[src/rtl/spectro_frame_rx_pkg.sv]
// Shared constants, FSM encoding and RTC word helpers for the spectrogram frame receiver.
package spectro_frame_rx_pkg;

  localparam int WORD_W = 12;
  localparam int N_WORDS = 16;
  localparam int ADDR_W = 4;
  localparam int MASK_W = 16;
  localparam int CNT_W = 8;

  // RTC word (word 0) field split
  localparam int RTC_MIN_HI = 11;
  localparam int RTC_MIN_LO = 6;
  localparam int RTC_SEC_HI = 5;
  localparam int RTC_SEC_LO = 0;

  typedef enum logic [1:0] {
    ST_IDLE   = 2'd0,
    ST_SHIFT  = 2'd1,
    ST_COMMIT = 2'd2
  } state_t;

  function automatic logic [RTC_MIN_HI-RTC_MIN_LO:0] rtc_min(input logic [WORD_W-1:0] w);
    return w[RTC_MIN_HI:RTC_MIN_LO];
  endfunction

  function automatic logic [RTC_SEC_HI-RTC_SEC_LO:0] rtc_sec(input logic [WORD_W-1:0] w);
    return w[RTC_SEC_HI:RTC_SEC_LO];
  endfunction

endpackage

[src/rtl/spectro_frame_rx_if.sv]
// Serializer link: bit stream, load strobe and word index.
interface spectro_frame_rx_if;
  logic       serial_in;
  logic       sl_in;
  logic [3:0] sel_in;

  modport master (output serial_in, sl_in, sel_in);
  modport slave  (input  serial_in, sl_in, sel_in);
endinterface

[src/rtl/spectro_frame_rx_sipo.sv]
// Serial-to-parallel word shifter, MSB first, with bit counter.
module sipo_word_rx #(
  parameter int WORD_W = 12
) (
  input  logic              clk,
  input  logic              reset,
  input  logic              clear,
  input  logic              shift_en,
  input  logic              serial_in,
  output logic [WORD_W-1:0] word,
  output logic              last
);
  localparam int BC_W = $clog2(WORD_W + 1);

  logic [BC_W-1:0] bit_cnt;

  // shift one bit per enabled cycle; clear restarts the count for a new word
  always_ff @(posedge clk) begin
    if (!reset) begin
      word    <= '0;
      bit_cnt <= '0;
    end else if (clear) begin
      bit_cnt <= '0;
    end else if (shift_en) begin
      word    <= {word[WORD_W-2:0], serial_in};
      bit_cnt <= bit_cnt + BC_W'(1);
    end
  end

  // the sample taken this cycle completes the word
  assign last = (bit_cnt == BC_W'(WORD_W - 1));

endmodule

[src/rtl/spectro_frame_rx.sv]
// Spectrogram frame receiver: collects serialized words into a capture buffer
// and publishes the whole frame when the last word index commits.
module spectro_frame_rx #(
  parameter int WORD_W  = spectro_frame_rx_pkg::WORD_W,
  parameter int N_WORDS = spectro_frame_rx_pkg::N_WORDS
) (
  input  logic                  clk,
  input  logic                  reset,
  spectro_frame_rx_if.slave     link,
  input  logic [3:0]            rd_addr,
  output logic [WORD_W-1:0]     rd_data,
  output logic                  frame_valid,
  output logic                  frame_err,
  output logic                  proto_err,
  output logic [7:0]            frame_cnt,
  output logic                  busy
);
  import spectro_frame_rx_pkg::*;

  state_t state, state_nx;
  logic [ADDR_W-1:0] waddr;
  logic restart, sample, abort, commit, publish, last, waddr_ok, raddr_ok;
  logic [WORD_W-1:0] word;
  logic [MASK_W-1:0] mask, mask_set;
  logic [N_WORDS-1:0][WORD_W-1:0] cap_buf, cap_nx, pub_buf;

  sipo_word_rx #(.WORD_W(WORD_W)) u_sipo (
    .clk      (clk),
    .reset    (reset),
    .clear    (restart),
    .shift_en (sample),
    .serial_in(link.serial_in),
    .word     (word),
    .last     (last)
  );

  // state register
  always_ff @(posedge clk) begin
    if (!reset) state <= ST_IDLE;
    else        state <= state_nx;
  end

  // next state; a load strobe always wins, even mid-word (abort)
  always_comb begin
    state_nx = state;
    restart  = 1'b0;
    sample   = 1'b0;
    abort    = 1'b0;
    case (state)
      ST_IDLE: begin
        if (link.sl_in) begin
          restart  = 1'b1;
          state_nx = ST_SHIFT;
        end
      end
      ST_SHIFT: begin
        if (link.sl_in) begin
          restart = 1'b1;
          abort   = 1'b1;
        end else begin
          sample = 1'b1;
          if (last) state_nx = ST_COMMIT;
        end
      end
      ST_COMMIT: begin
        if (link.sl_in) begin
          restart  = 1'b1;
          state_nx = ST_SHIFT;
        end else begin
          state_nx = ST_IDLE;
        end
      end
      default: state_nx = ST_IDLE;
    endcase
  end

  assign commit   = (state == ST_COMMIT);
  assign publish  = commit && (waddr == ADDR_W'(N_WORDS - 1));
  assign busy     = (state == ST_SHIFT);
  assign waddr_ok = ({1'b0, waddr} < 5'(N_WORDS));
  assign raddr_ok = ({1'b0, rd_addr} < 5'(N_WORDS));
  assign mask_set = mask | (MASK_W'(1) << waddr);

  // capture buffer with the committing word merged in, so a publish sees it
  always_comb begin
    cap_nx = cap_buf;
    if (waddr_ok) cap_nx[waddr] = word;
  end

  // word address latched on every load strobe
  always_ff @(posedge clk) begin
    if (!reset)       waddr <= '0;
    else if (restart) waddr <= link.sel_in;
  end

  // capture/publish buffers, received mask, frame counter and status pulses
  always_ff @(posedge clk) begin
    if (!reset) begin
      cap_buf     <= '0;
      pub_buf     <= '0;
      mask        <= '0;
      frame_cnt   <= '0;
      frame_valid <= 1'b0;
      frame_err   <= 1'b0;
      proto_err   <= 1'b0;
    end else begin
      frame_valid <= 1'b0;
      frame_err   <= 1'b0;
      proto_err   <= abort;
      if (commit) begin
        cap_buf <= cap_nx;
        if (publish) begin
          pub_buf     <= cap_nx;
          mask        <= '0;
          frame_valid <= 1'b1;
          frame_err   <= ~&mask_set[N_WORDS-1:0];
          frame_cnt   <= frame_cnt + 8'd1;
        end else begin
          mask <= mask_set;
        end
      end
    end
  end

  // registered read port; a same-edge publish is not yet visible
  always_ff @(posedge clk) begin
    if (!reset)        rd_data <= '0;
    else if (raddr_ok) rd_data <= pub_buf[rd_addr];
    else               rd_data <= '0;
  end

endmodule

[src/flat_wrapper.sv]
// flat-port wrapper written by rule: the top's interface ports become plain ports
module spectro_frame_rx_flat import spectro_frame_rx_pkg::*;
#(
  parameter int WORD_W  = spectro_frame_rx_pkg::WORD_W,
  parameter int N_WORDS = spectro_frame_rx_pkg::N_WORDS
)
  (clk, reset, rd_addr, rd_data, frame_valid, frame_err, proto_err, frame_cnt, busy, link_serial_in, link_sl_in, link_sel_in);
  spectro_frame_rx_if link_i ();
  input  logic clk;
  input  logic reset;
  input  logic [3:0] rd_addr;
  output logic [WORD_W-1:0] rd_data;
  output logic frame_valid;
  output logic frame_err;
  output logic proto_err;
  output logic [7:0] frame_cnt;
  output logic busy;
  input wire logic [$bits(link_i.serial_in)-1:0] link_serial_in;
  input wire logic [$bits(link_i.sl_in)-1:0] link_sl_in;
  input wire logic [$bits(link_i.sel_in)-1:0] link_sel_in;
  assign link_i.serial_in = link_serial_in;
  assign link_i.sl_in = link_sl_in;
  assign link_i.sel_in = link_sel_in;
  spectro_frame_rx #(.WORD_W(WORD_W), .N_WORDS(N_WORDS)) u_core (.clk(clk), .reset(reset), .link(link_i), .rd_addr(rd_addr), .rd_data(rd_data), .frame_valid(frame_valid), .frame_err(frame_err), .proto_err(proto_err), .frame_cnt(frame_cnt), .busy(busy));
endmodule
[config.mk]
export PLATFORM = sky130hd
export DESIGN_NAME = spectro_frame_rx_flat
export DESIGN_NICKNAME = d
export VERILOG_FILES = /design/src/rtl/spectro_frame_rx_pkg.sv /design/src/rtl/spectro_frame_rx_if.sv /design/src/rtl/spectro_frame_rx_sipo.sv /design/src/rtl/spectro_frame_rx.sv /design/src/flat_wrapper.sv
export SDC_FILE = /design/constraint.sdc
export NUM_CORES = 1
export LEC_CHECK = 0
export ABC_AREA = 0
export BUFFER_PORTS_ARGS = -buffer_cell sky130_fd_sc_hd__buf_2
export CAP_MARGIN = 10
export CORE_MARGIN = 2
export CORE_UTILIZATION = 50
export DETAILED_ROUTE_END_ITERATION = 10
export PLACE_DENSITY = 0.8
export SETUP_SLACK_MARGIN = 0.15
export SYNTH_ARGS = -nofsm -noshare
export SYNTH_HDL_FRONTEND = slang
export SYNTH_SLANG_ARGS = --single-unit
export TNS_END_PERCENT = 1
[constraint.sdc]
create_clock -name clk -period 2.1 [get_ports clk]
set_input_delay 0.42 -clock clk [delete_from_list [all_inputs] [get_ports clk]]
set_output_delay 0.42 -clock clk [all_outputs]
set_load 0.03 [all_outputs]
### Word level (Yosys, flattened, before mapping)

Index checks and enable logic that the tools add are counted.

| word-level totals | value |
|---|---|
| bits of input ports | 12 |
| register bits | 445 |
| output and inout bits | 24 |
| word-level logic and storage cells | 87 |

| operators by class | value |
|---|---|
| bitwise gates (word level) | 3 |
| multiplexer cells | 16 |
| order comparisons | 3 |
| reduce and logical (&&, ||, !) cells | 13 |
| shift-type cells | 1 |
| add/subtract/negate cells | 2 |
| equality and inequality tests | 7 |

Operators with widths:

| operator | number |
|---|---|
| bitwise mux 192 bit | 1 |
| binary-select mux 12 bit (select 4 bit) | 1 |
| demux 12 bit (select 4 bit) | 1 |
| 2-to-1 mux 12 bit | 2 |
| 2-to-1 mux 16 bit | 1 |
| bitwise OR 16 bit | 1 |
| AND reduction 16 bit | 1 |
| left shift 1 x 4 -> 16 bit, first input constant | 1 |
| less-than comparator 4 x 5 -> 1 bit, second input constant | 2 |
| adder 8 x 1 -> 8 bit, second input constant | 1 |
| == test 4 bit, second input constant | 2 |
| AND reduction 2 bit | 4 |
| 2-to-1 mux 1 bit | 6 |
| 2-to-1 mux 2 bit | 3 |
| one-hot mux 2 bit (3 select lines) | 1 |
| AND reduction 3 bit | 2 |
| adder 4 x 1 -> 4 bit, second input constant | 1 |
| >= comparator 4 x 1 -> 1 bit, second input constant | 1 |
| inequality test 2 bit, second input constant | 2 |
| OR reduction 3 bit | 1 |
| == test 2 x 1 -> 1 bit, second input constant | 1 |
| == test 2 bit, second input constant | 1 |
| logical AND 1 bit | 2 |
| logical NOT 2 bit | 1 |
| 4 further kinds | 5 |

### Logic depth before layout (Yosys ltp)

Gate-level depths: netlist of the first run.

| depth | value |
|---|---|
| depth after elaboration | 5 |
| mapped depth | 9 |
| gate-level depth less buffers | 4 |

### Hierarchy

A second synthesis of the first run with hierarchy kept.

| unflattened totals | value |
|---|---|
| cells, all modules | 2001 |
| area total of the unflattened synthesis | 17860.9 um^2 |

Modules (own cells, without submodules):

| module | seq. area each (um^2) | cells each | instances | area an instance (um^2) |
|---|---|---|---|---|
| spectro_frame_rx | 8348.0 | 1930 | 1 | 17242.8 |
| sipo_word_rx | 320.3 | 71 | 1 | 618.1 |

### Least setup slack after synthesis of the first run

OpenSTA, ideal clock, no wires.

| path | value |
|---|---|
| path kind | input port to flip-flop |
| from | in rd_addr[0] |
| to | reg u_core.rd_data[10] |
| stages on the path | 4 |
| data arrival time | 1.917 ns |
| library setup time | 0.115 ns |
| required time | 1.985 ns |
| path buffers | 1 |
| path slack | 0.068 ns |
| cell sequence | buf_1 mux4_2 mux4_2 and2_1 |

| between the ends | value |
|---|---|
| cells in the longest elaborated chain, start to end | 2 |

RTL lines:

| what | line | text |
|---|---|---|
| start: declaration | flat_wrapper.sv:11 | `input logic [3:0] rd_addr;` |
| binary-select mux 12 bit (select 4 bit) | spectro_frame_rx.sv:128 | `else if (raddr_ok) rd_data <= pub_buf[rd_addr];` |
| 2-to-1 mux 12 bit (implied by the code) | spectro_frame_rx.sv:128 |  |
| end signal: assignment | spectro_frame_rx.sv:128 |  |
| end: declaration | spectro_frame_rx.sv:11 | `output logic [WORD_W-1:0] rd_data,` |

No other way between the ends. The select of a mux whose other input is x is not followed.
A chain may end at the register's enable or synchronous reset.

### Worst setup path in the final report of the first run

| path | value |
|---|---|
| from | reg u_core.waddr[0] |
| to | reg u_core.cap_buf[133] (netlist name) |

| between the ends | value |
|---|---|
| cells in the longest elaborated chain, start to end | 5 |
| elaborated cells on any way between the ends | 6 |
| classes of those cells | order compare (2); mux (3); reduce/logical (1) |

RTL lines:

| what | line | text |
|---|---|---|
| start: declaration | spectro_frame_rx.sv:21 | `logic [ADDR_W-1:0] waddr;` |
| start signal: assignment | spectro_frame_rx.sv:93 | `else if (restart) waddr <= link.sel_in;` |
| less-than comparator 4 x 5 -> 1 bit (implied by the code) / >= comparator 4 x 1 -> 1 bit (equally long branches) | spectro_frame_rx.sv:87 | `if (waddr_ok) cap_nx[waddr] = word;` |
| logical AND 1 bit (implied by the code) | spectro_frame_rx.sv:87 |  |
| 2-to-1 mux 12 bit (implied by the code) | spectro_frame_rx.sv:87 |  |
| demux 12 bit (select 4 bit) * | - |  |
| bitwise mux 192 bit * | spectro_frame_rx.sv:87 |  |
| end signal: assignment | spectro_frame_rx.sv:111 | `cap_buf <= cap_nx;` |
| end: declaration | spectro_frame_rx.sv:25 | `logic [N_WORDS-1:0][WORD_W-1:0] cap_buf, cap_nx, pub_buf;` |

Every way passes the cells marked *; elsewhere a longest branch is shown, timed or not.

==> results of run 1 <==
-- cells by family after synthesis --
group | share of synthesized area
adders and majority gates | 0.00144
buffers and inverters | 0.0497
DFF | 0.499
xor gates and xnor gates | 0.00404
and+or+nand+nor | 0.211
AOI/OAI and AO/OA | 0.111
muxes | 0.124
-- worst reg2reg max path, stage by stage (launching register included) --
cell and delay (ns):
dfxtp_4 0.44, and2_1 0.37, buf_4 0.31, nand3_1 0.40, nand2_1 0.22, a21oi_1 0.09
-- sequential cells by signal, indices dropped and copies added, names as in the netlist --
register               cells
u_core.frame_valid         1
u_core.u_sipo.bit_cnt      4
u_core.mask               16
u_core.state               2
u_core.waddr               4
u_core.frame_err           1
u_core.pub_buf           192
u_core.u_sipo.word        12
u_core.cap_buf           180
u_core.proto_err           1
u_core.frame_cnt           8
u_core.rd_data            12
-- per-layer routing --
metal  up-vias  global-route usage  share of wire
met5         -             0.00687              0
li1       6751                   -              -
met1      7164               0.355           0.39
met3       136              0.0615           0.11
met2       808               0.437           0.46
met4         0              0.0981          0.038
-- cells in the final DEF (no fill, tap or decap), types with 3 or more instances in the layout --
cell type	Yosys	final
and3_1	5	5
clkinv_2	0	5
nand3b_1	4	4
mux4_2	60	60
inv_1	8	7
a211oi_1	13	13
clkbuf_16	0	45
nor2b_1	6	5
nand3_1	58	57
nand2_1	506	505
a311oi_1	23	23
nor2_1	130	130
buf_2	42	34
a32oi_1	4	4
nand2b_1	3	3
mux2_2	5	5
a21oi_1	302	302
nand4_1	96	96
dfxtp_1	433	431
buf_4	0	76
xnor2_1	3	3
and2_1	21	20
xor2_1	5	5
clkbuf_8	0	11
mux2i_1	75	75
clkbuf_1	145	10
buf_12	0	15
-- area by class of cell --
class,instances,area (um2)
fill,2828,14800
sequential,433,8680
multi-input combinational,1345,7880
clock buffer,66,1320
timing repair buffer,125,1040
tap,455,569
clock inverter,8,101
inverter,8,37.5
-- synthesized netlist by cell type, types with 2 or more instances --
master    count  share of area
mux4_2       60          0.078
buf_6         2         0.0013
ha_1          2         0.0014
xnor2_1       3         0.0015
and4b_1       2         0.0012
nand3_1      58          0.017
nor2b_1       6         0.0022
nor4b_2       2         0.0017
buf_2        42          0.012
xor2_1        5         0.0025
nand4b_1      2         0.0010
nand4_1      96          0.035
mux2i_1      75          0.043
nand3b_1      4         0.0017
clkbuf_1    145          0.031
and4_1        2         0.0010
a211oi_1     13         0.0056
dfxtp_1     433           0.50
nand2b_1      3         0.0011
o31ai_1       2        0.00086
nor2_1      130          0.028
and3_1        5         0.0018
a32oi_1       4         0.0020
a21oi_1     302          0.087
and2_1       21         0.0076
or4_1         2        0.00086
buf_1        11         0.0024
o21ai_0       2        0.00058
mux2_2        5         0.0032
inv_1         8         0.0017
a311oi_1     23          0.012
nand2_1     506           0.11
-- report_power, final --
group / internal (mW) / total, mW / switching [mW]
registers: 8.22 / 8.23 / 0.0125
logic: 0.158 / 0.531 / 0.373
clock network: 4.54 / 7.73 / 3.18
total: 12.9 / 16.5 / 3.57
-- final timing paths --
kind / start / to / cells after the start
max reg2reg: u_core.waddr[0]$_SDFFE_PN0P_ / u_core.cap_buf[133]$_SDFFE_PN0N_ / 5
min: link_sl_in / u_core.state[1]$_SDFFE_PN0P_ / 2
max: u_core.waddr[0]$_SDFFE_PN0P_ / u_core.cap_buf[133]$_SDFFE_PN0N_ / 5
min reg2reg: u_core.cap_buf[83]$_SDFFE_PN0N_ / u_core.pub_buf[83]$_SDFFE_PN0P_ / 2
-- metrics by stage --
stage | setup TNS (ns) | utilization | setup slack (ns) | hold WS [ns]
2_1_floorplan | 0 | - | 0.155 | 0.429
4_1_cts | 0 | 0.571 | 0.141 | 0.105
3_3_place_gp | 0 | 0.529 | 0.0643 | 0.436
6_report | 0 | 0.571 | 0.135 | 0.112
5_1_grt | 0 | 0.571 | 0.0742 | 0.126
3_5_place_dp | -0.00377 | 0.529 | -0.00377 | 0.442
-- repair_timing --
item                                    4_1_cts  5_1_grt
buffers inserted                              2        0
gates resized for setup                       0        1
endpoints found under the setup margin        2       57
pin swaps                                     0        0
==> impl_metrics.toml, run 1 <==
[clocking]
cts_max_path_buffers = 3
clockRootBuffer = "clkbuf_16"
clock_latency_ns = 0.55
clkSinkCount = 433
path_clk_slew_ns = 0.06
cts-buffers-inserted = 42
cts_htree_levels = 2
cts_tree = "done"
cts_hold_buffers = 0

[floorplan]
fp-row-count = 68
fp.coreArea_um2 = 34400
die_w_um = 190
initial_utilization = 0.505
dieArea_um2 = 36200
die_height_um = 190
io_pins = 36

[global_route]
grt_pass1_vias = 13900
grt_pass1_wl_um = 77200
track_usage = 0.270
grt_max_degree = 116
grt_overflow = 0
antenna_found_initial = 0

[detailed_routing]
first_pass_iters = 6
drtIter0Drc = 2209
drc = 0
num_vias = 14900
viasPerCell = 6.09
drt-total-wl_um = 49800
ant_nets = 0
wl_per_cell_um = 20.4

[setup_path]
cpMaxStageDelayCell = "dfxtp_4"
critPathLaunchType = "flip-flop"
max_stage_delay_ns = 0.44
critPathArrivalTime_ns = 2.39
path_cells = "and2_1 -> buf_4 -> nand3_1 -> nand2_1 -> a21oi_1"
criticalPathCategory = "flip-flop to flip-flop"
cp_top_family = "simple AND/OR/NAND/NOR gates"
crit_buf_inv = 1
required_ns = 2.53
worst-path-max-fanout = 15
worstSetupEndpointType = "flip-flop"
r2r_slack_ns = 0.13

[placement]
dpl_cell_area_um2 = 18200
port_buffers = 35
place_inst = 2364
gp_congestion = 0.896
post-dp-hpwl_um = 31100

[logic_synthesis]
yosysUniqueCellTypes = 43
synth_ff_type = "dfxtp_1"
synthArstFlopShare = 0
syn_inst = 1987
syn-num-nets = 2001
synth_seq_cells = 433
synth.avg_cell_area_um2 = 8.74
synth-edff-count = 0
synthesis.area_um2 = 17400
seq_area_frac_synth = 0.499
ys_warn_count = 0

[timing]
final.period_utilization = 0.936
setup_viol = 0
hold_violations = 0
rsz0062_at_grt = "true"
worst_pin_slew_ns = 0.935
clock_skew_ns = 0.0142
finalMaxSlewViolations = 0
slew_headroom = 0.377
min_period_ns = 1.97
fmax_ghz = 0.509

[pwr]
fin_total_pwr_mw = 16.5
power_density_nw_per_um2 = 841
ir_drop_uv = 580
p_leak_nw = 6.80

[finish]
antenna_cells = 0
drive_gt1_frac = 0.134
fin_area_um2 = 19600
final_nets = 1969
final_cell_count_no_fill = 2440
area.growth.synth_to_final_pct = 13.0

[outcome]
outcome = "finished clean"

[hold_path]
hp-class = "input port to flip-flop"

[flow_run]
cap_viol_max_count = 0
(Power assumes the default switching activity.)
==> run 2: changes to the inputs <==
CTS_BUF_LIST = sky130_fd_sc_hd__clkbuf_16   (was default)
SETUP_SLACK_MARGIN = 0.3   (was 0.15)
==> run 2 against run 1 <==
Compared with the run above:
- global-route usage down 0.60 points
- critical endpoint is now busy
- maximum frequency grew 3.1%
- setup slack improved by 0.060 ns
==> impl_metrics.toml, run 2 (synthesis gave the netlist of run 1 again) <==
[detailed_routing]
route.met3.wl_um = 4810
top_layer = "met4"
drc = 0
wl_per_cell_um = 19.7
m1WireLength_um = 19300
num_vias = 14700
viasPerCell = 6.03
ant_nets = 0
drt-total-wl_um = 48100
first_pass_iters = 6
drtIter0Drc = 1689
met2_length_um = 21900

[timing]
fmax_ghz = 0.525
fin_tns_setup_ns = 0
finalMaxSlewViolations = 0
rsz0062_at_grt = "true"
final.period_utilization = 0.907
clock_skew_ns = 0.0215
hold_violations = 0
worst_pin_slew_ns = 0.786
setup_viol = 0
slew_headroom = 0.476
min_period_ns = 1.91

[pwr]
power_density_nw_per_um2 = 809
seq_power_share = 0.524
ir_drop_uv = 633
p_leak_nw = 6.72
p_sw_frac = 0.225
fin_total_pwr_mw = 15.7
power_frac_clock = 0.443
cellInternalPower_mw = 12.2
comb_power_share = 0.033
power.switching_mw = 3.53

[setup_path]
required_ns = 1.68
cpMaxStageDelayCell = "dfxtp_2"
criticalPathCategory = "flip-flop to output port"
max_stage_delay_ns = 0.44
worst-path-max-fanout = 9
critPathLaunchType = "flip-flop"
critPathArrivalTime_ns = 1.49
crit_buf_inv = 1
path_cells = "nor2b_1 -> buf_2"
worstSetupEndpointType = "output port"
cp_top_family = "flip-flops"

[clocking]
cts_htree_levels = 2
cts_max_path_buffers = 3
post-cts-setup-buffers = 0
clkSinkCount = 433
clock_latency_ns = 0.55
cts-buffers-inserted = 41
cts_tree = "done"
clockRootBuffer = "clkbuf_16"
path_clk_slew_ns = 0.06

[placement]
post-dp-hpwl_um = 31200
gp_congestion = 0.875
port_buffers = 35
place_inst = 2360

[hold_path]
hp-class = "input port to flip-flop"

[floorplan]
io_pins = 36
die_height_um = 190
dieArea_um2 = 36200
fp-row-count = 68
initial_utilization = 0.505
die_w_um = 190
fp.coreArea_um2 = 34400

[flow_run]
cap_viol_max_count = 0

[finish]
final_nets = 1963
top_regs = "u_core.pub_buf (192), u_core.cap_buf (180), u_core.mask (16)"
drive_gt1_frac = 0.130
final_common_cell = "nand2_1"
multi_input_area_um2 = 7890
antenna_cells = 0
seq_area_um2 = 8680
layout_common_cells = "nand2_1 (504), dfxtp_1 (430), a21oi_1 (302)"
final_cell_count_no_fill = 2436
largest_reg_flops = 192
regMostFlops = "u_core.pub_buf"
area.growth.synth_to_final_pct = 11.9
nFillCells = 2877

[global_route]
track_usage = 0.265
grt_overflow = 0
grt_pass1_vias = 13700
grt_pass1_wl_um = 76300
grt_max_degree = 83
antenna_found_initial = 0

[outcome]
outcome = "finished clean"
-- run 2: cell types whose count changed in the layout (fill, tap and decap cells not counted), sizes merged --
cell | before | now
buf | 125 | 119
nor2b | 6 | 7
clkbuf | 66 | 41
clkinv | 6 | 21
inv | 8 | 17
clkinvlp | 0 | 2
-- run 2: path summary, 6_finish.rpt --
kind | from | end | slack [ns] | cells past startpoint
worst max register to register | u_core.state[1]$_SDFFE_PN0P_ | u_core.cap_buf[101]$_SDFFE_PN0N_ | 0.22 | 5
worst min register to register | u_core.pub_buf[173]$_SDFFE_PN0P_ | u_core.pub_buf[173]$_SDFFE_PN0P_ | 0.45 | 2
worst max-delay path | u_core.state[0]$_SDFFE_PN0P_ | busy | 0.19 | 2
worst min-delay path | link_sl_in | u_core.state[1]$_SDFFE_PN0P_ | 0.12 | 2
-- run 2: timing repair --
item | 4_1_cts | 5_1_grt
gates resized for setup | 1 | 5
cloned | 0 | 1
endpoints found under the setup margin | 77 | 349
hold buffers | 0 | 0
pin swaps | 0 | 0
hold endpoints to repair | 0 | 0
-- run 2: stage by stage --
stage	utilization	cell area (um2)	setup WS, ns	hold WS [ns]
3_5_place_dp	0.528	18200	-0.0395	0.443
5_1_grt	0.565	19400	0.114	0.131
2_1_floorplan	-	17400	0.230	0.429
4_1_cts	0.565	19400	0.145	0.118
6_report	0.565	19400	0.195	0.123
3_3_place_gp	0.528	18200	0.0564	0.436
-- run 2: layout make-up --
type                    count  area share
flip-flops and latches    433       0.447
repair buffers            119      0.0523
multi-input cells        1346       0.406
inverters                   8     0.00193
clock inverters            34      0.0111
clock buffers              41      0.0528
well taps                 455      0.0293
-- run 2: power groups by stage --
stage | Sequential, mW | Clock [mW] | Combinational, mW
2_1_floorplan | 8.41 | 0 | 0.354
3_3_place_gp | 8.42 | 0 | 0.497
3_5_place_dp | 8.42 | 0 | 0.507
4_1_cts | 8.23 | 7.02 | 0.507
5_1_grt | 8.23 | 7.35 | 0.546
6_report | 8.24 | 6.96 | 0.517
-- run 2: per-layer routing --
| metal | vias to the layer above | track usage |
|---|---|---|
| met1 | 7051 | 0.355 |
| met3 | 137 | 0.0545 |
| met2 | 754 | 0.415 |
| met5 | - | 0 |
| li1 | 6737 | - |
| met4 | 0 | 0.112 |
